**config.mk**
```make
export PLATFORM = sky130hd
export DESIGN_NAME = chan_select_pktz
export DESIGN_NICKNAME = d
export VERILOG_FILES = /design/src/rtl/chan_select_pktz.sv
export SDC_FILE = /design/constraint.sdc
export NUM_CORES = 1
export LEC_CHECK = 0
export BUFFER_PORTS_ARGS = -buffer_cell sky130_fd_sc_hd__buf_2
export CAP_MARGIN = 20
export CORE_MARGIN = 2
export CORE_UTILIZATION = 50
export DETAILED_ROUTE_END_ITERATION = 10
export GPL_ROUTABILITY_DRIVEN = 1
export PLACE_DENSITY = 0.7
export SLEW_MARGIN = 30
export SYNTH_ARGS = -nofsm -noshare
export SYNTH_HDL_FRONTEND = slang
export SYNTH_SLANG_ARGS = --single-unit
export TNS_END_PERCENT = 10
```
**constraint.sdc**
```tcl
create_clock -name ce_clk -period 6.41 [get_ports ce_clk]
set_input_delay 1.923 -clock ce_clk [delete_from_list [all_inputs] [get_ports ce_clk]]
set_output_delay 1.923 -clock ce_clk [all_outputs]
set_load 0.05 [all_outputs]
```
**src/rtl/chan_select_pktz.sv**
```systemverilog
// chan_select_pktz: keeps channelizer samples whose channel is enabled in the settings mask, repacketizes them into SPP-sample packets.
// Latency: a selected sample appears on out_tdata one cycle after it is accepted.
// Backpressure: in_tready falls when the 2-entry output FIFO is full, regardless of whether the next sample would be kept.
//
// Optional feature macro: CHAN_SEL_TAG_EN adds out_tuser (7-bit channel index per output sample).
// Ports:
//   ce_clk, ce_rst_n                  clock, asynchronous active-low reset
//   set_stb, set_addr, set_data       settings bus (mask words at SR_MASK_BASE.., SPP at SR_SPP)
//   in_tdata/in_tlast/in_tvalid/in_tready     channel-interleaved frames from the channelizer
//   out_tdata/out_tlast/out_tvalid/out_tready packetized selected samples
//   err_cnt                           saturating frame-alignment error count
//   out_tuser (CHAN_SEL_TAG_EN only)  channel index of the output sample

// chan_select_pktz_fifo2: 2-entry registered FIFO.
// Latency: pushed data is at the head on the cycle after the push.
// Backpressure: a push is taken when not full, or when full and popping in the same cycle.
module chan_select_pktz_fifo2 #(
    parameter int W = 33
) (
    input  logic         clk,
    input  logic         rst_n,
    input  logic         push,
    input  logic [W-1:0] push_dat,
    input  logic         pop,
    output logic [W-1:0] head_dat,
    output logic [1:0]   count
);

    logic [W-1:0] mem [2];
    logic         wr_ptr;
    logic         rd_ptr;
    logic         do_push;
    logic         do_pop;

    assign do_pop  = pop && (count != 2'd0);
    assign do_push = push && ((count != 2'd2) || do_pop);

    always_ff @(posedge clk or negedge rst_n) begin
        if (!rst_n) begin
            mem[0] <= '0;
            mem[1] <= '0;
            wr_ptr <= 1'b0;
            rd_ptr <= 1'b0;
            count  <= 2'd0;
        end else begin
            if (do_push) begin
                mem[wr_ptr] <= push_dat;
                wr_ptr      <= ~wr_ptr;
            end
            if (do_pop) begin
                rd_ptr <= ~rd_ptr;
            end
            case ({do_push, do_pop})
                2'b10:   count <= count + 2'd1;
                2'b01:   count <= count - 2'd1;
                default: count <= count;
            endcase
        end
    end

    assign head_dat = mem[rd_ptr];

endmodule

module chan_select_pktz #(
    parameter int         NUM_CHAN     = 128,
    parameter int         WIDTH        = 32,
    parameter logic [7:0] SR_MASK_BASE = 8'd136,
    parameter logic [7:0] SR_SPP       = 8'd140,
    parameter int         SPP_DEFAULT  = 64
) (
    input  logic             ce_clk,
    input  logic             ce_rst_n,
    input  logic             set_stb,
    input  logic [7:0]       set_addr,
    input  logic [31:0]      set_data,
    input  logic [WIDTH-1:0] in_tdata,
    input  logic             in_tlast,
    input  logic             in_tvalid,
    output logic             in_tready,
    output logic [WIDTH-1:0] out_tdata,
    output logic             out_tlast,
    output logic             out_tvalid,
    input  logic             out_tready,
    output logic [15:0]      err_cnt
`ifdef CHAN_SEL_TAG_EN
    ,
    output logic [6:0]       out_tuser
`endif
);

    localparam int CW = (NUM_CHAN > 1) ? $clog2(NUM_CHAN) : 1;
    localparam int MW = (NUM_CHAN + 31) / 32;
    localparam int MB = MW * 32;
`ifdef CHAN_SEL_TAG_EN
    localparam int FW = WIDTH + 1 + 7;
`else
    localparam int FW = WIDTH + 1;
`endif

    logic [MB-1:0] mask_stage;
    logic [MB-1:0] mask_act;
    logic [15:0]   spp_stage;
    logic [15:0]   spp_act;
    logic [15:0]   spp_eff;
    logic [15:0]   pkt_cnt;
    logic [CW-1:0] chan_cnt;
    logic          rdy_en;
    logic [1:0]    fifo_cnt;
    logic [FW-1:0] push_dat;
    logic [FW-1:0] head_dat;
    logic          accept;
    logic          sel;
    logic          push;
    logic          pkt_last;
    logic          last_chan;
    logic          align_err;

    // Held low through reset and for the first edge after it, so nothing is
    // accepted before the settings and counters are known-good.
    always_ff @(posedge ce_clk or negedge ce_rst_n) begin
        if (!ce_rst_n) begin
            rdy_en <= 1'b0;
        end else begin
            rdy_en <= 1'b1;
        end
    end

    assign in_tready = rdy_en && (fifo_cnt != 2'd2);
    assign accept    = in_tvalid && in_tready;
    assign sel       = mask_act[chan_cnt];
    assign push      = accept && sel;
    assign last_chan = (chan_cnt == CW'(NUM_CHAN - 1));
    // Early last and missing last are both alignment errors.
    assign align_err = accept && (in_tlast != last_chan);

    // While no packet is open the staged SPP is already the one in force, so
    // the first sample of a new packet is judged against the new length.
    assign spp_eff  = (pkt_cnt == 16'd0) ? spp_stage : spp_act;
    assign pkt_last = (pkt_cnt == spp_eff - 16'd1);

    // Settings staging registers.
    always_ff @(posedge ce_clk or negedge ce_rst_n) begin
        if (!ce_rst_n) begin
            mask_stage <= '1;
            spp_stage  <= 16'(SPP_DEFAULT);
        end else if (set_stb) begin
            for (int k = 0; k < MW; k++) begin
                if (set_addr == SR_MASK_BASE + 8'(k)) begin
                    mask_stage[k*32 +: 32] <= set_data;
                end
            end
            if (set_addr == SR_SPP) begin
                spp_stage <= (set_data[15:0] == 16'd0) ? 16'd1 : set_data[15:0];
            end
        end
    end

    // Active settings: mask swaps only on an accepted in_tlast so a frame never
    // sees a mixed mask; SPP swaps only between packets.
    always_ff @(posedge ce_clk or negedge ce_rst_n) begin
        if (!ce_rst_n) begin
            mask_act <= '1;
            spp_act  <= 16'(SPP_DEFAULT);
        end else begin
            if (accept && in_tlast) begin
                mask_act <= mask_stage;
            end
            if (pkt_cnt == 16'd0) begin
                spp_act <= spp_stage;
            end
        end
    end

    // Channel position, packet position and alignment error counting.
    always_ff @(posedge ce_clk or negedge ce_rst_n) begin
        if (!ce_rst_n) begin
            chan_cnt <= '0;
            pkt_cnt  <= 16'd0;
            err_cnt  <= 16'd0;
        end else begin
            if (accept) begin
                chan_cnt <= (in_tlast || last_chan) ? '0 : chan_cnt + CW'(1);
            end
            if (push) begin
                pkt_cnt <= pkt_last ? 16'd0 : pkt_cnt + 16'd1;
            end
            if (align_err && (err_cnt != 16'hFFFF)) begin
                err_cnt <= err_cnt + 16'd1;
            end
        end
    end

`ifdef CHAN_SEL_TAG_EN
    assign push_dat = {7'(chan_cnt), pkt_last, in_tdata};
    assign out_tuser = head_dat[WIDTH+1 +: 7];
`else
    assign push_dat = {pkt_last, in_tdata};
`endif

    chan_select_pktz_fifo2 #(
        .W (FW)
    ) u_fifo (
        .clk      (ce_clk),
        .rst_n    (ce_rst_n),
        .push     (push),
        .push_dat (push_dat),
        .pop      (out_tready),
        .head_dat (head_dat),
        .count    (fifo_cnt)
    );

    assign out_tvalid = (fifo_cnt != 2'd0);
    assign out_tdata  = head_dat[WIDTH-1:0];
    assign out_tlast  = head_dat[WIDTH];

endmodule
```
==> reports/metrics.csv, run 1 <==
stage,metric,value,unit
die,core area,0.0357,mm^2
drt,WL/cell,19.9,um
die,Die Ht,195,um
clock_tree,Num CTS Buffers,43,
die,Core Rows,69,
clock_tree,CTS Sinks,398,
die,Die ar.,0.0379,mm^2
worst_setup_path,critical path type,reg2reg,
global_route,GRT Overall Usage,20.3,%
synthesis,"Avg Cell Area, Syn",14.2,um^2
worst_setup_path,required time of the critical path,6.79,ns
drt,DRC violations left,0,
sta,final setup TNS,0,ns
sta,Slew HR,35.7,%
run,number of max-cap violations,0,
sta,fmax,208,MHz
final_layout,"most common cell after layout, fill and taps aside",mux2_2,
clock_tree,clock tree from TritonCTS,done,
synthesis,Ys Warns,0,
worst_setup_path,Worst path slowest cell,nor3b_1,
drt,DR pass1 iterations,5,
sta,period utilization,75.0,%
place,Final HPWL DP,24.1,mm
sta,Final Hold Viols,0,
worst_setup_path,arrival time worst endpoint,5.19,ns
drt,vias post-DR,10800,
final_layout,most frequent cells in the layout,"mux2_2, dfstp_2, dfrtp_1",
clock_tree,Clock H-tree levels,2,
power,total power,7.79,mW
worst_setup_path,crit-path cells,inv_1 -> ha_1 -> nor4b_2 -> and4_1 -> mux2i_1 -> ha_1 -> nor3b_1 -> nand3_1 -> mux2i_1 -> mux2_2 -> mux2i_1 -> a21oi_1 -> or3_1 -> nor4_4 -> nor3_1,
final_layout,final cell utilization of the core,57.9,%
clock_tree,Root Driver,clkbuf_16,
synthesis,post-synthesis cell count,1285,
clock_tree,hold_buf cts,0,
die,Die Width,195,um
synthesis,Synth Register Bits,398,
power,Pleak,9.18,nW
final_layout,# diodes,0,
synthesis,"EDFF count, synth",0,
worst_setup_path,element type at the critical path end,flip-flop,
die,Starting Density,51.0,%
synthesis,prevailing post-synth register cell,dfstp_2,
global_route,initial antenna violation count,1,
power,worst vdd ir,0.000177,V
final_layout,synth-to-layout area growth,13.5,%
synthesis,ys async rst share,100,%
sta,minimum clock period,4.81,ns
worst_setup_path,critical path's largest stage delay,0.63,ns
final_layout,share of cells above drive strength 1,62.4,%
status,status,completed,
worst_setup_path,"most used cell, CP",mux2i_1,
sta,worst slew pin tran,0.965,ns
final_layout,nets,1489,
sta,unrepaired setup endpoints after global routing,no,
final_layout,area of the multi-input gates,0.00754,mm^2
synthesis,post-synthesis net count,1370,
synthesis,Unique masters post-synth,69,
drt,initial DRC count,452,
clock_tree,Post-CTS Resized,0,
clock_tree,worst skew pair latency,0.55,ns
global_route,largest net degree at the start of global routing,125,
power,Cell Pwr Density,378,mW/mm^2
global_route,total grt overflow,0,
clock_tree,Max clock buf depth,3,
drt,vias per inst,5.70,
worst_setup_path,maximum fanout along the worst path,14,
clock_tree,Post-CTS Setup Bufs,0,
global_route,first-pass GRT wire length,61.8,mm
min_path,worst hold-check path type,reg2reg,
place,IO Port Bufs,128,
sta,skew final,0.0163,ns
sta,Final Setup Violations,0,
synthesis,Mapped Area,0.0182,mm^2
final_layout,fillers,2830,
die,I/O pin count,129,
drt,Routed WL,37.8,mm
final_layout,sequential cell area,0.0103,mm^2
synthesis,sequential fraction of the synthesis area,56.5,%
worst_setup_path,crit path launch type,flip-flop,
clock_tree,clock transition at the registers of the reported paths,0.06,ns
global_route,via count of the first global-routing pass,11100,
place,Routability Congestion,0.843,
drt,final antenna-violating net count,0,
sta,Final Slew Violations,0,
sta,worst hold slack,0.479,ns
state kept, by name, summed over array words and instances, names as in the netlist:
signal / count
mask_act: 128
u_fifo.wr_ptr: 1
mask_stage: 128
u_fifo.count: 2
rdy_en: 1
err_cnt: 16
spp_stage: 16
pkt_cnt: 16
spp_act: 16
chan_cnt: 7
u_fifo.mem: 66
u_fifo.rd_ptr: 1
layer usage:
metal / part of all wire, % / GRT usage, % / vias to the layer above
met2: 48 / 32.7 / 233
met1: 46 / 28.6 / 5578
li1: - / - / 4929
met5: 0.019 / 0 / -
met3: 4.2 / 3.30 / 66
met4: 2.5 / 6.04 / 2
cells in the mapped netlist, types with 17 or more instances:
cell type	number	area, um^2
clkbuf_1	40	150
o21ai_0	20	100
buf_2	21	105
nor4_1	17	106
mux2i_1	29	290
nand2_1	54	203
mux2_2	379	4270
inv_1	19	71.3
nor3_1	25	125
dfstp_2	258	6780
nor2_1	39	146
xnor2_1	25	219
mux4_2	31	698
nand3_1	24	120
dfrtp_1	140	3500
cell families after synthesis:
group	synth area share [%]
AOI/OAI and AO/OA	2.92
xor gates and xnor gates	1.94
adders and majority gates	0.482
buffers and inverters	2.22
DFF	56.5
muxes	29.1
other	0.0206
and+or+nand+nor	6.82
per-stage QoR:
| step | worst slack, ns | cells | instance area (um^2) |
|---|---|---|---|
| after floorplan | 2.14 | 1285 | 18200 |
| after global placement | 1.79 | 1818 | 19300 |
| after detailed placement | 1.62 | 1819 | 19300 |
| after CTS | 1.61 | 1895 | 20600 |
| after global routing | 1.16 | 1896 | 20600 |
| final | 1.60 | 1896 | 20600 |
layout make-up:
class,count,share of cell area (%)
repair buffers,144,4.03
multi-input cells,798,36.5
clock buffers,66,6.02
well taps,461,2.79
inverters,19,0.345
clock inverters,10,0.449
flip-flops and latches,398,49.8
worst max-delay path: cells and delay by family, from the launching register on:
family	cells	cell delay (ns)
and+or+nand+nor	7	2.59
buffers and inverters	1	0.08
adders and majority gates	2	0.50
AOI/OAI and AO/OA	1	0.09
muxes	4	0.93
DFF	1	0.44
final timing paths:
check	slack (ns)	start	cells past startpoint	end
max	1.60	pkt_cnt[0]	15	pkt_cnt[11]
min	0.48	spp_stage[6]	2	spp_act[6]
max reg2reg	1.60	pkt_cnt[0]	15	pkt_cnt[11]
min reg2reg	0.48	spp_stage[6]	2	spp_act[6]
max in group asynchronous	3.78	ce_rst_n	3	chan_cnt[1]
min in group asynchronous	1.26	ce_rst_n	1	u_fifo.mem[28]
power by group:
part | internal [mW] | leakage (nW) | switching, mW
combinational | 0.891 | 3.98 | 1.28
sequential | 2.97 | 4.54 | 0.303
clock | 1.38 | 0.659 | 0.974
total | 5.24 | 9.18 | 2.56
(Power assumes the default switching activity.)
==> inputs of run 2 (changes only) <==
- PLACE_DENSITY: 0.7 -> 0.73
- clock period: 6.41 -> 4 ns (I/O delays scaled with it)
==> run 2 against run 1 <==
Compared with the run above:
- combinational power increased by 71%
- flip-flop and latch count unchanged
- largest power group unchanged
- global-route usage increased by 0.51 points
==> reports/metrics.csv, run 2 (synthesis results as in run 1) <==
stage,metric,value,unit,change
worst_setup_path,maximum fanout along the worst path,5,,-9
sta,worst slew pin tran,0.877,ns,-0.0883 ns
final_layout,final cell utilization of the core,59.1,%,+1.2 points
worst_setup_path,element type at the critical path end,flip-flop,,
sta,Final Slew Violations,0,,unchanged
drt,WL/cell,20.0,um,+0.35%
drt,vias per inst,5.69,,-0.21%
die,Starting Density,51.0,%,unchanged
status,status,completed,,
drt,DR pass1 iterations,5,,unchanged
worst_setup_path,Worst path slowest cell,or4b_4,,
clock_tree,clock transition at the registers of the reported paths,0.06,ns,about the same
sta,period utilization,96.7,%,+22 points
sta,Final Hold Viols,0,,unchanged
die,core area,0.0357,mm^2,unchanged
die,I/O pin count,129,,unchanged
drt,vias post-DR,11000,,+1.6%
die,Core Rows,69,,unchanged
worst_setup_path,critical path's largest stage delay,0.54,ns,-0.09 ns
sta,worst hold slack,0.481,ns,+0.00273 ns
sta,minimum clock period,3.87,ns,-0.938 ns
clock_tree,hold_buf cts,0,,unchanged
worst_setup_path,arrival time worst endpoint,4.30,ns,-0.89 ns
power,worst vdd ir,0.000304,V,+72%
final_layout,fillers,2712,,-4.2%
worst_setup_path,crit-path cells,inv_1 -> ha_1 -> nor4b_4 -> and4_4 -> mux2i_2 -> ha_2 -> or3b_4 -> xnor2_1 -> nor2_1 -> a211oi_2 -> nand3_1 -> or4b_4 -> or4_4 -> nand2_1 -> o21ai_1,,
worst_setup_path,critical path type,reg2reg,,
global_route,first-pass GRT wire length,63.5,mm,+2.7%
final_layout,share of cells above drive strength 1,64.0,%,+1.6 points
sta,Slew HR,41.5,%,+5.9 points
drt,Routed WL,38.6,mm,+2.2%
power,Cell Pwr Density,601,mW/mm^2,+59%
die,Die Width,195,um,unchanged
global_route,via count of the first global-routing pass,11700,,+5.1%
clock_tree,clock tree from TritonCTS,done,,
final_layout,biggest registers after layout,"mask_act (128), mask_stage (128), u_fifo.mem (66)",,
clock_tree,Post-CTS Setup Bufs,0,,unchanged
sta,Final Setup Violations,0,,unchanged
drt,DRC violations left,0,,unchanged
run,number of max-cap violations,0,,unchanged
global_route,total grt overflow,0,,unchanged
place,number of cells after detailed placement,1854,,+1.9%
final_layout,"most common cell after layout, fill and taps aside",mux2_2,,
sta,fmax,258,MHz,+24%
worst_setup_path,crit path launch type,flip-flop,,
clock_tree,CTS Sinks,398,,unchanged
final_layout,Non-Filler Instances,1931,,+1.8%
final_layout,synth-to-layout area growth,15.9,%,
drt,initial DRC count,547,,+21%
die,Die ar.,0.0379,mm^2,unchanged
clock_tree,worst skew pair latency,0.56,ns,about the same
clock_tree,Root Driver,clkbuf_16,,
power,Pleak,9.39,nW,+2.3%
worst_setup_path,required time of the critical path,4.43,ns,-2.36 ns
place,IO Port Bufs,128,,unchanged
global_route,GRT Overall Usage,20.8,%,+0.51 points
sta,skew final,0.0201,ns,+0.00376 ns
final_layout,# diodes,0,,unchanged
global_route,initial antenna violation count,1,,unchanged
clock_tree,Clock H-tree levels,2,,unchanged
final_layout,nets,1522,,+2.2%
drt,final antenna-violating net count,0,,unchanged
die,Die Ht,195,um,unchanged
min_path,worst hold-check path type,reg2reg,,
final_layout,most frequent cells in the layout,"mux2_2, dfstp_2, dfrtp_1",,
place,Routability Congestion,0.894,,+6.1%
place,Final HPWL DP,25.6,mm,+6.0%
global_route,largest net degree at the start of global routing,105,,-16%
clock_tree,Num CTS Buffers,42,,-2.3%
clock_tree,Max clock buf depth,3,,unchanged
sta,unrepaired setup endpoints after global routing,yes,,
==> run 2: cell count changes in the layout (fill, tap and decap cells not counted), sizes merged <==
cell / previous run / this run
buf: 144 / 178
clkbuf: 66 / 67
clkinvlp: 0 / 2
clkinv: 7 / 5
==> run 2: critical path, delay by kind of cell (launching register included) <==
kind                       cells  cell delay (ns)
DFF                            1             0.38
buffers and inverters          1             0.06
AOI/OAI and AO/OA              2             0.26
and+or+nand+nor                8             2.24
xor gates and xnor gates       1             0.16
muxes                          1             0.26
adders and majority gates      2             0.38
==> run 2: path summary, 6_finish.rpt <==
kind	from	endpoint	slack (ns)	cells after the start
min reg2reg	u_fifo.mem[65]	u_fifo.mem[65]	0.48	2
min	u_fifo.mem[65]	u_fifo.mem[65]	0.48	2
max reg2reg	pkt_cnt[0]	pkt_cnt[1]	0.13	15
max in group asynchronous	ce_rst_n	mask_stage[108]	2.26	2
min in group asynchronous	ce_rst_n	pkt_cnt[4]	0.65	1
max	pkt_cnt[0]	pkt_cnt[1]	0.13	15
==> run 2: area by class of cell <==
cell class | count | area [um^2] | area share [%]
Clock buffer | 67 | 1240 | 5.91
Clock inverter | 10 | 121 | 0.576
Inverter | 19 | 71.3 | 0.338
Multi-Input combinational cell | 798 | 7600 | 36.0
Sequential cell | 398 | 10300 | 48.8
Tap cell | 461 | 577 | 2.74
Timing Repair Buffer | 178 | 1180 | 5.58
==> run 2: metal layers <==
| metal | track usage [%] | routed length [um] | up-vias |
|---|---|---|---|
| met3 | 3.44 | 1630 | 62 |
| met2 | 34.8 | 18900 | 250 |
| met1 | 28.1 | 17300 | 5702 |
| met5 | 0 | 13 | - |
| li1 | - | - | 4968 |
| met4 | 6.21 | 778 | 2 |
==> run 2: power breakdown <==
| part | switching (mW) | internal [mW] | leakage (nW) |
|---|---|---|---|
| Sequential | 0.378 | 4.76 | 4.54 |
| Combinational | 2.18 | 1.52 | 4.19 |
| Clock | 1.60 | 2.22 | 0.664 |
==> run 2: timing repair <==
action / CTS / global route
gates resized for setup: 6 / 8
setup endpoints to repair: 18 / 18
pin swaps: 1 / 0
==> run 2: through the flow <==
stage | setup slack (ns) | cell area (um^2) | power [mW] | TNS (ns)
global placement | 0.0786 | 19600 | 8.77 | 0
floorplan | -0.201 | 18200 | 7.94 | -2.61
global route | -0.0777 | 21100 | 13.3 | -0.677
finish | 0.130 | 21100 | 12.7 | 0
CTS | 0.0236 | 21000 | 12.8 | 0
detailed placement | -0.0483 | 19600 | 8.86 | -0.616
==> inputs of run 3 (changes only) <==
==> constraint.sdc (replaced) <==
create_clock -name ce_clk -period 4 [get_ports ce_clk]
set_input_delay 0.4 -clock ce_clk [delete_from_list [all_inputs] [get_ports ce_clk]]
set_output_delay 0.4 -clock ce_clk [all_outputs]
set_load 0.05 [all_outputs]
==> run 3 against run 2 <==
Compared with the run above:
- the flow now finishes with violations (setup timing)
- first-iteration DRC count grew 8.4%
- power is 2.9% higher
- clock skew decreased by 0.0056 ns
- non-clock buffer count rose by 7
- routed wire length rose by 0.82%
- sequential power about the same
- sequential share of layout area fell by 0.47 points
==> reports/metrics.csv, run 3 (synthesis results as in run 1) <==
stage,metric,value,unit,change
place,Placement Setup Slack,-0.153,ns,-0.105 ns
final_layout,fillers,2739,,+1.0%
die,Core Rows,69,,unchanged
drt,DRC violations left,0,,unchanged
final_layout,Final Cell Area,0.0213,mm^2,+0.98%
drt,vias post-DR,11100,,+1.1%
sta,fmax,244,MHz,-5.5%
power,Pleak,9.49,nW,+1.1%
clock_tree,Root Driver,clkbuf_16,,
global_route,GRT Overall Usage,20.8,%,-0.035 points
die,I/O pin count,129,,unchanged
clock_tree,Max clock buf depth,3,,unchanged
sta,Final Slew Violations,0,,unchanged
global_route,Global Route met1 Usage,28.1,%,-0.047 points
drt,DR pass1 iterations,5,,unchanged
clock_tree,worst skew pair latency,0.55,ns,about the same
worst_setup_path,required time of the critical path,4.43,ns,about the same
global_route,via count of the first global-routing pass,11600,,-0.98%
final_layout,synth-to-layout area growth,17.0,%,
power,worst vdd ir,0.000354,V,+16%
drt,final antenna-violating net count,0,,unchanged
sta,period utilization,102,%,+5.6 points
final_layout,most frequent cells in the layout,"mux2_2, dfstp_2, dfrtp_1",,
sta,worst slew pin tran,0.831,ns,-0.0456 ns
status,status,"finished, violations left",,
power,total power,13.0,mW,+2.9%
final_layout,share of cells above drive strength 1,64.9,%,+0.90 points
power,Cell Pwr Density,612,mW/mm^2,+1.9%
worst_setup_path,arrival time worst endpoint,4.52,ns,+0.22 ns
final_layout,biggest registers after layout,"mask_act (128), mask_stage (128), u_fifo.mem (66)",,
global_route,initial antenna violation count,2,,+1
clock_tree,clock tree from TritonCTS,done,,
global_route,global routing usage on met3,3.56,%,+0.12 points
global_route,met2 Track Usage GR,34.6,%,-0.20 points
global_route,total grt overflow,0,,unchanged
worst_setup_path,maximum fanout along the worst path,7,,+2
global_route,largest net degree at the start of global routing,105,,unchanged
die,Die Width,195,um,unchanged
die,Die Ht,195,um,unchanged
drt,Routed WL,38.9,mm,+0.82%
clock_tree,Num CTS Buffers,43,,+2.4%
run,number of max-cap violations,0,,unchanged
place,Final HPWL DP,25.4,mm,-0.52%
worst_setup_path,critical path type,reg2reg,,
sta,skew final,0.0145,ns,-0.00557 ns
place,Area after DPL,0.0196,mm^2,-0.33%
final_layout,nets,1530,,+0.53%
sta,Slew HR,44.6,%,+3.0 points
drt,WL/cell,20.1,um,+0.30%
min_path,worst hold-check path type,in2reg,,
sta,worst hold slack,0.108,ns,-0.373 ns
sta,Final Setup Violations,16,,+16
drt,vias per inst,5.72,,+0.62%
drt,initial DRC count,593,,+8.4%
global_route,layer carrying the most global-route usage,met2,,
final_layout,"most common cell after layout, fill and taps aside",mux2_2,,
worst_setup_path,crit path launch type,flip-flop,,
worst_setup_path,element type at the critical path end,flip-flop,,
sta,setup ws final,-0.0928,ns,-0.223 ns
sta,minimum clock period,4.09,ns,+0.223 ns
die,Starting Density,51.0,%,unchanged
status,failing checks,setup timing,,
die,core area,0.0357,mm^2,unchanged
sta,Final Hold Viols,0,,unchanged
global_route,first-pass GRT wire length,63.3,mm,-0.30%
place,IO Port Bufs,128,,unchanged
die,Die ar.,0.0379,mm^2,unchanged
clock_tree,clock transition at the registers of the reported paths,0.06,ns,about the same
clock_tree,CTS Sinks,398,,unchanged
clock_tree,Clock H-tree levels,2,,unchanged
sta,unrepaired setup endpoints after global routing,yes,,
place,Routability Congestion,0.893,,-0.10%
## run 3: cell type report
cell class                      count  area [um^2]  area share [%]
Sequential cell                   398        10300            48.3
Multi-Input combinational cell    798         7660            36.0
Clock buffer                       63         1280            6.00
Timing Repair Buffer              185         1200            5.63
Tap cell                          461          577            2.71
Clock inverter                     16          206           0.970
Inverter                           19         71.3           0.335
Antenna cell                        1         2.50          0.0118
## run 3: worst paths after layout
kind                                startpoint        endpoint  slack, ns  cells after the start
worst max-delay path                pkt_cnt[1]     pkt_cnt[13]      -0.09                     17
worst min-delay path              in_tdata[23]  u_fifo.mem[56]       0.11                      2
worst max register to register      pkt_cnt[1]     pkt_cnt[13]      -0.09                     17
worst min register to register  u_fifo.mem[32]  u_fifo.mem[32]       0.48                      2
max in group asynchronous             ce_rst_n  mask_stage[33]       2.42                      3
min in group asynchronous             ce_rst_n  u_fifo.mem[26]       0.50                      2
## run 3: what timing repair did
action	CTS	global route
pin swaps	1	6
buffers inserted	1	6
hold buffers	1	0
gates resized for setup	6	20
endpoints found under the setup margin	18	18
endpoints found under the hold margin	43	0
gates cloned	0	1
## run 3: worst max-delay path: stages, from the launching register on
cell	delay (ns)
dfrtp_1	0.39
inv_1	0.07
ha_2	0.16
nor4b_4	0.23
and4_4	0.31
mux2i_2	0.26
ha_2	0.24
or3b_4	0.41
o31ai_4	0.26
o41ai_2	0.11
mux2_4	0.27
o211ai_1	0.22
nand2_1	0.07
or3_4	0.34
nor4_4	0.24
buf_4	0.17
clkbuf_16	0.15
nor3_1	0.05
## run 3: through the flow
stage | std cells | util, % | TNS, ns
CTS | 1933 | 59.2 | 0
floorplan | 1285 | - | -2.61
finish | 1941 | 59.7 | -1.09
detailed placement | 1852 | 54.9 | -2.31
global placement | 1852 | 54.9 | 0
global route | 1941 | 59.7 | -2.90
## run 3: routing by layer
layer	share of wire [%]	routed length [um]
met1	44	16900
met2	49	19300
met3	4.8	1880
met4	2.1	836
met5	0.033	13
## run 3: where the power goes
| part | switching, mW | internal, mW |
|---|---|---|
| Sequential | 0.410 | 4.76 |
| Combinational | 2.20 | 1.57 |
| Clock | 1.59 | 2.48 |
| Total | 4.20 | 8.82 |
